## config.mk

```make
export PLATFORM = sky130hd
export DESIGN_NAME = apb_completer_regfile_flat
export DESIGN_NICKNAME = d
export VERILOG_FILES = /design/src/rtl/apb_completer_regfile_if.sv /design/src/rtl/apb_completer_regfile.sv /design/src/flat_wrapper.sv
export SDC_FILE = /design/constraint.sdc
export NUM_CORES = 1
export LEC_CHECK = 0
export CAP_MARGIN = 20
export CORE_MARGIN = 1.5
export CORE_UTILIZATION = 30
export DETAILED_ROUTE_END_ITERATION = 16
export PLACE_DENSITY = 0.49
export SETUP_SLACK_MARGIN = 0.02
export SLEW_MARGIN = 20
export SYNTH_ARGS = -nofsm -noshare
export SYNTH_HDL_FRONTEND = slang
export SYNTH_SLANG_ARGS = --single-unit
```

## constraint.sdc

```tcl
create_clock -name pclk -period 2.78 [get_ports pclk]
set_clock_uncertainty 0.1 [all_clocks]
set_input_delay 0.417 -clock pclk [delete_from_list [all_inputs] [get_ports pclk]]
set_output_delay 0.417 -clock pclk [all_outputs]
set_load 0.01 [all_outputs]
```

## src/rtl/apb_completer_regfile_if.sv

```systemverilog
`default_nettype none
// ============================================================================
//  Module   : apb_completer_regfile_if
//  Brief    : APB bus bundle between a requester and the register-file completer.
//  Revision : 1.0  initial release
// ============================================================================
interface apb_completer_regfile_if #(
  parameter int ADDR_WIDTH = 8,
  parameter int DATA_WIDTH = 8
);
  logic                  psel;
  logic                  penable;
  logic                  pwrite;
  logic [ADDR_WIDTH-1:0] paddr;
  logic [DATA_WIDTH-1:0] pwdata;
  logic [DATA_WIDTH-1:0] prdata;
  logic                  pready;
  logic                  pslverr;

  modport master (
    output psel, penable, pwrite, paddr, pwdata,
    input  prdata, pready, pslverr
  );

  modport slave (
    input  psel, penable, pwrite, paddr, pwdata,
    output prdata, pready, pslverr
  );
endinterface
`default_nettype wire

```

## src/rtl/apb_completer_regfile.sv

```systemverilog
`default_nettype none
// ============================================================================
//  Module   : apb_completer_regfile
//  Brief    : APB completer over a DEPTH-entry register file with fixed wait
//             states, PSLVERR on out-of-range addresses and violation flag.
//  Revision : 1.0  initial release
// ============================================================================
module apb_completer_regfile #(
  parameter int ADDR_WIDTH  = 8,
  parameter int DATA_WIDTH  = 8,
  parameter int DEPTH       = 64,
  parameter int WAIT_STATES = 1
) (
  input  logic                    pclk,
  input  logic                    presetn,
  apb_completer_regfile_if.slave  apb,
  output logic                    proto_err
);

  localparam int          c_idx_w     = (DEPTH > 1) ? $clog2(DEPTH) : 1;
  localparam logic [31:0] c_depth     = 32'(DEPTH);
  localparam logic [3:0]  c_wait      = 4'(WAIT_STATES);
  localparam logic [0:0]  c_st_idle   = 1'b0;
  localparam logic [0:0]  c_st_access = 1'b1;

  logic [0:0]            r_state;
  logic [0:0]            w_next_state;
  logic [3:0]            r_cnt;
  logic [c_idx_w-1:0]    r_idx;
  logic [DATA_WIDTH-1:0] r_wdata;
  logic                  r_write;
  logic                  r_err;
  logic                  r_pready;
  logic                  r_pslverr;
  logic                  r_proto;
  logic [DATA_WIDTH-1:0] r_prdata;
  logic [DATA_WIDTH-1:0] r_mem [DEPTH];

  logic                  w_setup;
  logic                  w_access;
  logic                  w_in_err;
  logic [c_idx_w-1:0]    w_in_idx;
  logic                  w_capture;
  logic                  w_count;
  logic                  w_set_ready;
  logic                  w_commit;
  logic                  w_proto;
  logic                  w_sel_err;
  logic                  w_sel_write;
  logic [c_idx_w-1:0]    w_sel_idx;

  assign w_setup  = apb.psel & ~apb.penable;
  assign w_access = apb.psel &  apb.penable;
  // Range check on the full address; only the low bits index the array.
  assign w_in_err = (32'(apb.paddr) >= c_depth);
  assign w_in_idx = apb.paddr[c_idx_w-1:0];

  // State register
  always_ff @(posedge pclk or negedge presetn) begin
    if (!presetn) begin
      r_state <= c_st_idle;
    end else begin
      r_state <= w_next_state;
    end
  end

  // Next-state logic
  always_comb begin
    w_next_state = r_state;
    case (r_state)
      c_st_idle: begin
        if (w_setup) begin
          w_next_state = c_st_access;
        end
      end
      c_st_access: begin
        if (r_pready || !w_access) begin
          w_next_state = c_st_idle;
        end
      end
      default: w_next_state = c_st_idle;
    endcase
  end

  // Control decode
  always_comb begin
    w_capture   = 1'b0;
    w_count     = 1'b0;
    w_set_ready = 1'b0;
    w_commit    = 1'b0;
    w_proto     = 1'b0;
    case (r_state)
      c_st_idle: begin
        w_capture   = w_setup;
        w_set_ready = w_setup && (c_wait == 4'd0);
        w_proto     = w_access;
      end
      c_st_access: begin
        if (r_pready) begin
          w_commit = r_write & ~r_err;
        end else if (w_access) begin
          w_count     = (r_cnt != 4'd0);
          w_set_ready = (r_cnt == 4'd1);
        end else begin
          w_proto = 1'b1;
        end
      end
      default: begin
        w_proto = 1'b0;
      end
    endcase
  end

  // Zero-wait completion must use the live setup values, not the captured ones.
  assign w_sel_err   = w_capture ? w_in_err   : r_err;
  assign w_sel_write = w_capture ? apb.pwrite : r_write;
  assign w_sel_idx   = w_capture ? w_in_idx   : r_idx;

  always_ff @(posedge pclk or negedge presetn) begin
    if (!presetn) begin
      r_cnt     <= '0;
      r_idx     <= '0;
      r_wdata   <= '0;
      r_write   <= 1'b0;
      r_err     <= 1'b0;
      r_pready  <= 1'b0;
      r_pslverr <= 1'b0;
      r_proto   <= 1'b0;
      r_prdata  <= '0;
    end else begin
      r_proto   <= w_proto;
      r_pready  <= w_set_ready;
      r_pslverr <= w_set_ready & w_sel_err;
      r_prdata  <= (w_set_ready && !w_sel_write && !w_sel_err) ? r_mem[w_sel_idx] : '0;
      if (w_capture) begin
        r_idx   <= w_in_idx;
        r_wdata <= apb.pwdata;
        r_write <= apb.pwrite;
        r_err   <= w_in_err;
        r_cnt   <= c_wait;
      end else if (w_count) begin
        r_cnt <= r_cnt - 4'd1;
      end
    end
  end

  // Writes land at the end of the pready cycle, so a reset there drops them.
  always_ff @(posedge pclk or negedge presetn) begin
    if (!presetn) begin
      for (int i = 0; i < DEPTH; i++) begin
        r_mem[i] <= '0;
      end
    end else if (w_commit) begin
      r_mem[r_idx] <= r_wdata;
    end
  end

  assign apb.pready  = r_pready;
  assign apb.pslverr = r_pslverr;
  assign apb.prdata  = r_prdata;
  assign proto_err   = r_proto;

endmodule
`default_nettype wire
```

## src/flat_wrapper.sv

```systemverilog
// flat-port wrapper written by rule: the top's interface ports become plain ports
module apb_completer_regfile_flat 
#(
  parameter int ADDR_WIDTH  = 8,
  parameter int DATA_WIDTH  = 8,
  parameter int DEPTH       = 64,
  parameter int WAIT_STATES = 1
)
  (pclk, presetn, proto_err, apb_psel, apb_penable, apb_pwrite, apb_paddr, apb_pwdata, apb_prdata, apb_pready, apb_pslverr);
  apb_completer_regfile_if #(.ADDR_WIDTH(ADDR_WIDTH), .DATA_WIDTH(DATA_WIDTH)) apb_i ();
  input  logic pclk;
  input  logic presetn;
  output logic proto_err;
  input wire logic [$bits(apb_i.psel)-1:0] apb_psel;
  input wire logic [$bits(apb_i.penable)-1:0] apb_penable;
  input wire logic [$bits(apb_i.pwrite)-1:0] apb_pwrite;
  input wire logic [$bits(apb_i.paddr)-1:0] apb_paddr;
  input wire logic [$bits(apb_i.pwdata)-1:0] apb_pwdata;
  output wire logic [$bits(apb_i.prdata)-1:0] apb_prdata;
  output wire logic [$bits(apb_i.pready)-1:0] apb_pready;
  output wire logic [$bits(apb_i.pslverr)-1:0] apb_pslverr;
  assign apb_i.psel = apb_psel;
  assign apb_i.penable = apb_penable;
  assign apb_i.pwrite = apb_pwrite;
  assign apb_i.paddr = apb_paddr;
  assign apb_i.pwdata = apb_pwdata;
  assign apb_prdata = apb_i.prdata;
  assign apb_pready = apb_i.pready;
  assign apb_pslverr = apb_i.pslverr;
  apb_completer_regfile #(.ADDR_WIDTH(ADDR_WIDTH), .DATA_WIDTH(DATA_WIDTH), .DEPTH(DEPTH), .WAIT_STATES(WAIT_STATES)) u_core (.pclk(pclk), .presetn(presetn), .apb(apb_i), .proto_err(proto_err));
endmodule
```

==> results of run 1 <==
[where the power goes]
part	switching, mW	internal [mW]
Clock	3.31	5.29
Sequential	0.251	7.98
Combinational	2.14	1.37
[final timing paths]
path	startpoint	end	slack [ns]
min in group pclk	apb_pwdata[2]	u_core.r_wdata[2]	0.22
max reg2reg	u_core.r_state	u_core.apb.prdata[3]	-0.25
min reg2reg	u_core.r_mem[160]	u_core.r_mem[160]	0.40
min	presetn	u_core.r_mem[279]	0.17
max	u_core.r_state	u_core.apb.prdata[3]	-0.25
max in group asynchronous	presetn	u_core.r_wdata[5]	1.40
[worst register-to-register path, delay by kind of cell (launching register included)]
family                 cells  cell delay [ns]
buffers and inverters      6             0.90
AND/OR/NAND/NOR            2             0.49
multiplexers               2             0.39
AO/OA/AOI/OAI              2             0.61
flip-flops                 1             0.44
[layout by cell type (no fill, tap or decap), types with 11 or more instances in the layout]
cell type	instances
dfrtp_1	535
mux2_2	510
nand2_1	301
buf_4	197
mux2i_1	150
nand3_1	76
clkbuf_16	63
a21oi_1	53
nor2_1	44
buf_12	32
clkdlybuf4s50_1	30
a22oi_1	26
mux2i_2	24
nand4_1	23
clkbuf_1	18
a32oi_1	12
clkbuf_8	12
buf_6	11
[state kept, by name, summed over array words and instances, names as in the netlist, 4 cells and up]
| signal | cells |
|---|---|
| u_core.r_mem | 512 |
| u_core.r_wdata | 8 |
| u_core.apb.prdata | 8 |
| u_core.r_idx | 6 |
| u_core.r_cnt | 4 |
[metrics by stage]
step	hold slack, ns	utilization, %	total power, mW	instance area, um^2	setup slack (ns)
3_3_place_gp	0.232	34.1	11.3	28100	-1.06
4_1_cts	0.156	37.8	20.5	31100	-0.197
2_1_floorplan	0.0214	-	9.67	25100	0.0840
6_report	0.167	38.0	20.3	31300	-0.246
5_1_grt	0.194	38.0	21.1	31300	-0.320
3_5_place_dp	0.244	34.1	11.3	28100	-1.12
[layer usage]
metal,vias to the layer above,part of all wire (%)
li1,7730,-
met1,9066,46
met2,345,46
met3,119,4.3
met4,2,2.8
met5,-,0.012
[cell families (layout without fill, tap and decap cells)]
logic type      after synthesis  in the layout
mux                         689            689
buf+inv                     156            410
compound gates              161            161
simple gates                492            492
fa+ha+maj                     3              3
flops                       544            544
xor+xnor                      2              2
[repair_timing]
action,in CTS,in global routing
hold buffers,1,0
endpoints found under the hold margin,79,0
cloned,11,0
setup endpoints to repair,8,83
setup buffers,18,10
pin swaps,36,16
gates resized for setup,90,41
[Yosys cell counts (all sizes together) (10+ instances only)]
cell type / count
nand3: 81
dfrtp: 544
buf: 41
mux2i: 178
nand2: 302
mux2: 510
a22oi: 32
o21ai: 11
a32oi: 18
a31oi: 10
a21oi: 60
nor2: 52
nand4: 23
a221oi: 14
clkbuf: 105
[area by class of cell]
type | instances | area [um^2] | share of cell area [%]
sequential | 544 | 13600 | 43.5
clock buffer | 93 | 1810 | 5.77
tap | 1070 | 1340 | 4.27
inverter | 10 | 68.8 | 0.220
clock inverter | 21 | 337 | 1.07
multi-input combinational | 1347 | 11300 | 36.0
timing repair buffer | 284 | 2880 | 9.19
timing repair inverter | 2 | 17.5 | 0.0559
==> flow_metrics.env, run 1 <==
export IMPL_synth_enable_flop_cells=0
export IMPL_antenna_violations_before_repair=2
export IMPL_synth_fa_ha_area_share_pct=0.150
export IMPL_detailedRoute_firstPassIterationCount=6
export IMPL_drc_errors=0
export IMPL_power_per_cell_area_nw_per_um2=649
export IMPL_clkLatencyLatePin_ns=0.63
export IMPL_wl_per_cell_um=22.4
export IMPL_combinational_family_with_the_most_area_after_synthesis="multiplexers"
export IMPL_critical_path_top_delay_family="buffers and inverters"
export IMPL_timing_setup_critical_path_class="flip-flop to flip-flop"
export IMPL_xor_xnor_share_of_the_synthesized_area_pct=0.0699
export IMPL_design_final_nets=2274
export IMPL_grt_met3_usage_pct=2.50
export IMPL_chipHeight_um=292
export IMPL_ys_seq_area_share_pct=54.3
export IMPL_critical_path_max_fanout=6
export IMPL_cts_buffers_inserted=61
export IMPL_synth_main_ff_cell="dfrtp_1"
export IMPL_cts_clk_slew_worst_paths_ns=0.06
export IMPL_grt_util_met1_pct=25.1
export IMPL_boundary_pins=32
export IMPL_critical_path_slowest_cell="dfrtp_2"
export IMPL_yosys_area_share_simple_pct=8.44
export IMPL_yosys_register_bits=544
export IMPL_synthDominantCellAreaShare_pct=54.3
export IMPL_timing_worst_slew_pin_value_ns=1.05
export IMPL_peak_per_stage_delay_on_the_critical_path_ns=0.44
export IMPL_synth_area_per_cell_um2=12.2
export IMPL_vias=17300
export IMPL_tns_ns=-1.44
export IMPL_cts_tree="built"
export IMPL_worst_slew_margin_rel_pct=29.8
export IMPL_power_static_leakage_nw=14.8
export IMPL_dpl_hpwl_um=49000
export IMPL_timing_critical_path_depth=12
export IMPL_antennaDiodeCount=0
export IMPL_cts_sink_count=544
export IMPL_failing_checks="setup timing"
export IMPL_die_width_um=292
export IMPL_cts_root_buf="clkbuf_16"
export IMPL_die_area_um2=85300
export IMPL_cp_buffers_inverters=6
export IMPL_placed_cells_incl_taps=3221
export IMPL_share_of_the_cycle_needed_by_the_critical_path_after_routing_pct=109
export IMPL_critical_path_endpoint_type="flip-flop"
export IMPL_wirelength_routed_um=75600
export IMPL_fmaxAchievable_mhz=330
export IMPL_grt_pass1_wl_um=117000
export IMPL_nFillCells=7804
export IMPL_timing_max_transition_violations_final=0
export IMPL_timing_critical_path_cells="buf_6 > nor3b_4 > buf_6 > mux2i_4 > buf_12 > buf_12 > buf_16 > buf_6 > mux2i_4 > a32oi_2 > nand4_1 > a221o_1"
export IMPL_cts_htree_levels=2
export IMPL_start_kind="flip-flop"
export IMPL_synth_mux_area_fraction_pct=30.1
export IMPL_worst_path_most_repeated_cell="buf_6"
export IMPL_std_cell_rows=105
export IMPL_netlist_top_cells_area="dfrtp_1 (54%), mux2_2 (23%), mux2i_1 (7.1%)"
export IMPL_synth_compound_area_share_pct=4.38
export IMPL_worstPathArrival_ns=3.44
export IMPL_timing_final_setup_violations=8
export IMPL_reg2regPathDepth=12
export IMPL_initial_core_util_pct=30.4
export IMPL_post_synth_inst_count=2047
export IMPL_met2_usage_pct=28.4
export IMPL_routed_via_density=5.12
export IMPL_port_buffers=31
export IMPL_syn_num_nets=2071
export IMPL_grt_busiest_layer="met2"
export IMPL_gr_ovfl_total=0
export IMPL_rsz0062_at_grt="yes"
export IMPL_status="complete, but fails checks"
export IMPL_syn_cell_area_um2=25100
export IMPL_vias_in_the_first_global_route=18100
export IMPL_largest_net_degree_at_the_start_of_global_routing=103
export IMPL_drt_first_iter_violations=1189
export IMPL_hp_class="input port to async pin"
export IMPL_finalHoldViolCount=0
export IMPL_clk_path_buf_depth=3
export IMPL_vdd_drop_max_uv=454
export IMPL_final_cell_count_no_fill=3371
export IMPL_track_usage_pct=17.9
export IMPL_yosys_warnings=0
export IMPL_critical_path_required_ns=3.19
export IMPL_synth_async_sr_flop_share_pct=100
export IMPL_post_route_cells_drive_above_1_share_pct=41.9
export IMPL_synth_area_leader_cell="dfrtp_1"
export IMPL_floorplan_core_area_um2=82400
export IMPL_area_delta_synth_final_pct=25.0
export IMPL_final_antenna_net_count=0
export IMPL_max_cap_viol_count=0
export IMPL_synth_cell_type_count=46
export IMPL_final_critical_path_required_period_ns=3.03
export IMPL_setup_ws_ns=-0.246
export IMPL_gp_congestion=0.837
No activity file was read; power rests on OpenSTA's default activity.
==> run 2, diff against run 1 <==
--- a/config.mk
+++ b/config.mk
@@ -11,7 +11,7 @@
 export DETAILED_ROUTE_END_ITERATION = 16
 export PLACE_DENSITY = 0.49
 export SETUP_SLACK_MARGIN = 0.02
-export SLEW_MARGIN = 20
+export SLEW_MARGIN = 0
 export SYNTH_ARGS = -nofsm -noshare
 export SYNTH_HDL_FRONTEND = slang
 export SYNTH_SLANG_ARGS = --single-unit
==> flow_metrics.env, run 2 (same netlist as run 1, synthesis figures left out) <==
export IMPL_holdWs_ns=0.180
export IMPL_post_route_cells_drive_above_1_share_pct=41.4
export IMPL_initial_core_util_pct=30.4
export IMPL_hp_class="input port to async pin"
export IMPL_floorplan_core_area_um2=82400
export IMPL_max_cap_viol_count=0
export IMPL_chipHeight_um=292
export IMPL_clk_path_buf_depth=3
export IMPL_grt_pass1_wl_um=117000
export IMPL_cts_clk_slew_worst_paths_ns=0.06
export IMPL_setup_ws_ns=-0.220
export IMPL_cts_htree_levels=2
export IMPL_timing_worst_slew_pin_value_ns=0.924
export IMPL_most_used_cells_in_the_layout_excluding_fill_and_tap_cells="dfrtp_1 (535), mux2_2 (510), nand2_1 (301)"
export IMPL_die_width_um=292
export IMPL_power_static_leakage_nw=14.8
export IMPL_power_per_cell_area_nw_per_um2=644
export IMPL_cts_root_buf="clkbuf_16"
export IMPL_final_antenna_net_count=0
export IMPL_die_area_um2=85300
export IMPL_critical_path_endpoint_type="flip-flop"
export IMPL_design_final_nets=2275
export IMPL_cts_sink_count=544
export IMPL_drc_errors=0
export IMPL_worst_slew_margin_rel_pct=38.4
export IMPL_area_delta_synth_final_pct=24.7
export IMPL_worstPathArrival_ns=3.43
export IMPL_crit_end="u_core.apb.prdata[1]"
export IMPL_largest_net_degree_at_the_start_of_global_routing=103
export IMPL_detailedPlace_worstSlack_ns=-1.13
export IMPL_reg2regPathDepth=12
export IMPL_gr_ovfl_total=0
export IMPL_start_kind="flip-flop"
export IMPL_crit_reg2reg_launch="u_core.r_state"
export IMPL_wl_per_cell_um=22.6
export IMPL_r2r_slack_ns=-0.22
export IMPL_status="complete, but fails checks"
export IMPL_detailedRoute_firstPassIterationCount=5
export IMPL_std_cell_rows=105
export IMPL_critical_path_max_fanout=7
export IMPL_boundary_pins=32
export IMPL_most_frequent_standard_cell_in_the_layout_excluding_fill_and_tap_cells="dfrtp_1"
export IMPL_largest_register_ffs=512
export IMPL_register_containing_the_most_flip_flops_in_the_final_layout="u_core.r_mem"
export IMPL_port_buffers=31
export IMPL_vdd_drop_max_uv=525
export IMPL_critical_path_required_ns=3.21
export IMPL_wirelength_routed_um=76100
export IMPL_post_layout_power_mw=20.1
export IMPL_finalHoldViolCount=0
export IMPL_cts_tree="built"
export IMPL_cts_buffers_inserted=61
export IMPL_antenna_violations_before_repair=1
export IMPL_timing_final_setup_violations=8
export IMPL_rsz0062_at_grt="yes"
export IMPL_clkLatencyLatePin_ns=0.64
export IMPL_dpl_hpwl_um=49000
export IMPL_gp_congestion=0.837
export IMPL_vias_in_the_first_global_route=18300
export IMPL_final_critical_path_required_period_ns=3.00
export IMPL_timing_rr_end="u_core.apb.prdata[1]"
export IMPL_timing_max_transition_violations_final=0
export IMPL_routed_via_density=5.11
export IMPL_drt_first_iter_violations=1173
export IMPL_vias=17200
export IMPL_fmaxAchievable_mhz=333
export IMPL_track_usage_pct=18.0
export IMPL_nFillCells=7927
export IMPL_antennaDiodeCount=0
export IMPL_crit_start="u_core.r_state"
export IMPL_failing_checks="setup timing"
export IMPL_share_of_the_cycle_needed_by_the_critical_path_after_routing_pct=108
export IMPL_timing_setup_critical_path_class="flip-flop to flip-flop"
-- run 2: power breakdown --
group | total, mW | internal, mW | switching [mW]
clock network | 8.35 | 5.03 | 3.32
logic | 3.54 | 1.39 | 2.15
registers | 8.23 | 7.98 | 0.248
-- run 2: how the worst min path moves through the flow --
stage               startpoint  cells past startpoint                    to
floorplan              presetn                      0  u_core.apb.prdata[0]
CTS                    presetn                      2     u_core.r_mem[274]
detailed placement     presetn                      1     u_core.r_mem[274]
global placement       presetn                      1     u_core.r_mem[287]
global route           presetn                      2     u_core.r_mem[282]
finish                 presetn                      2     u_core.r_mem[282]
-- run 2: repair_timing --
action                                  in CTS  in global routing
pin swaps                                   33                 22
endpoints found under the hold margin       79                  0
buffers inserted                            15                  9
hold buffers                                 1                  0
resized for setup                           78                 42
gates cloned                                11                  2
endpoints found under the setup margin       8                 50
-- run 2: layer usage --
| layer | vias up | global-route usage [%] | share of wire (%) |
|---|---|---|---|
| met2 | 412 | 28.6 | 46 |
| met5 | - | 0 | 0.0092 |
| met1 | 8953 | 24.5 | 46 |
| li1 | 7718 | - | - |
| met4 | 2 | 6.87 | 3.7 |
| met3 | 137 | 2.84 | 4.9 |
-- run 2: layout make-up --
| type | count | area [um^2] | share of cell area, % |
|---|---|---|---|
| clock buffer | 95 | 1810 | 5.80 |
| clock inverter | 20 | 284 | 0.908 |
| inverter | 10 | 73.8 | 0.236 |
| multi-input combinational | 1347 | 11200 | 35.8 |
| sequential | 544 | 13600 | 43.6 |
| tap | 1070 | 1340 | 4.28 |
| timing repair buffer | 285 | 2920 | 9.35 |
| timing repair inverter | 2 | 17.5 | 0.0560 |
-- run 2: stage by stage --
stage	area, um^2	util [%]	std cells	setup TNS [ns]
final	31300	38.0	3373	-1.29
after floorplan	25100	-	2047	0
after detailed placement	28100	34.2	3222	-8.54
after global routing	31300	38.0	3373	-1.83
after global placement	28100	34.1	3221	-8.04
after CTS	31000	37.6	3363	-1.05
-- run 2: critical path: stages (launching register included) --
cell and delay (ns):
dfrtp_2 0.43, buf_6 0.13, nor3b_4 0.22, buf_6 0.18, mux2i_4 0.33, buf_12 0.19, buf_6 0.12, buf_16 0.14
buf_8 0.13, mux2i_1 0.08, a22oi_2 0.23, nand4_1 0.24, a221o_1 0.37
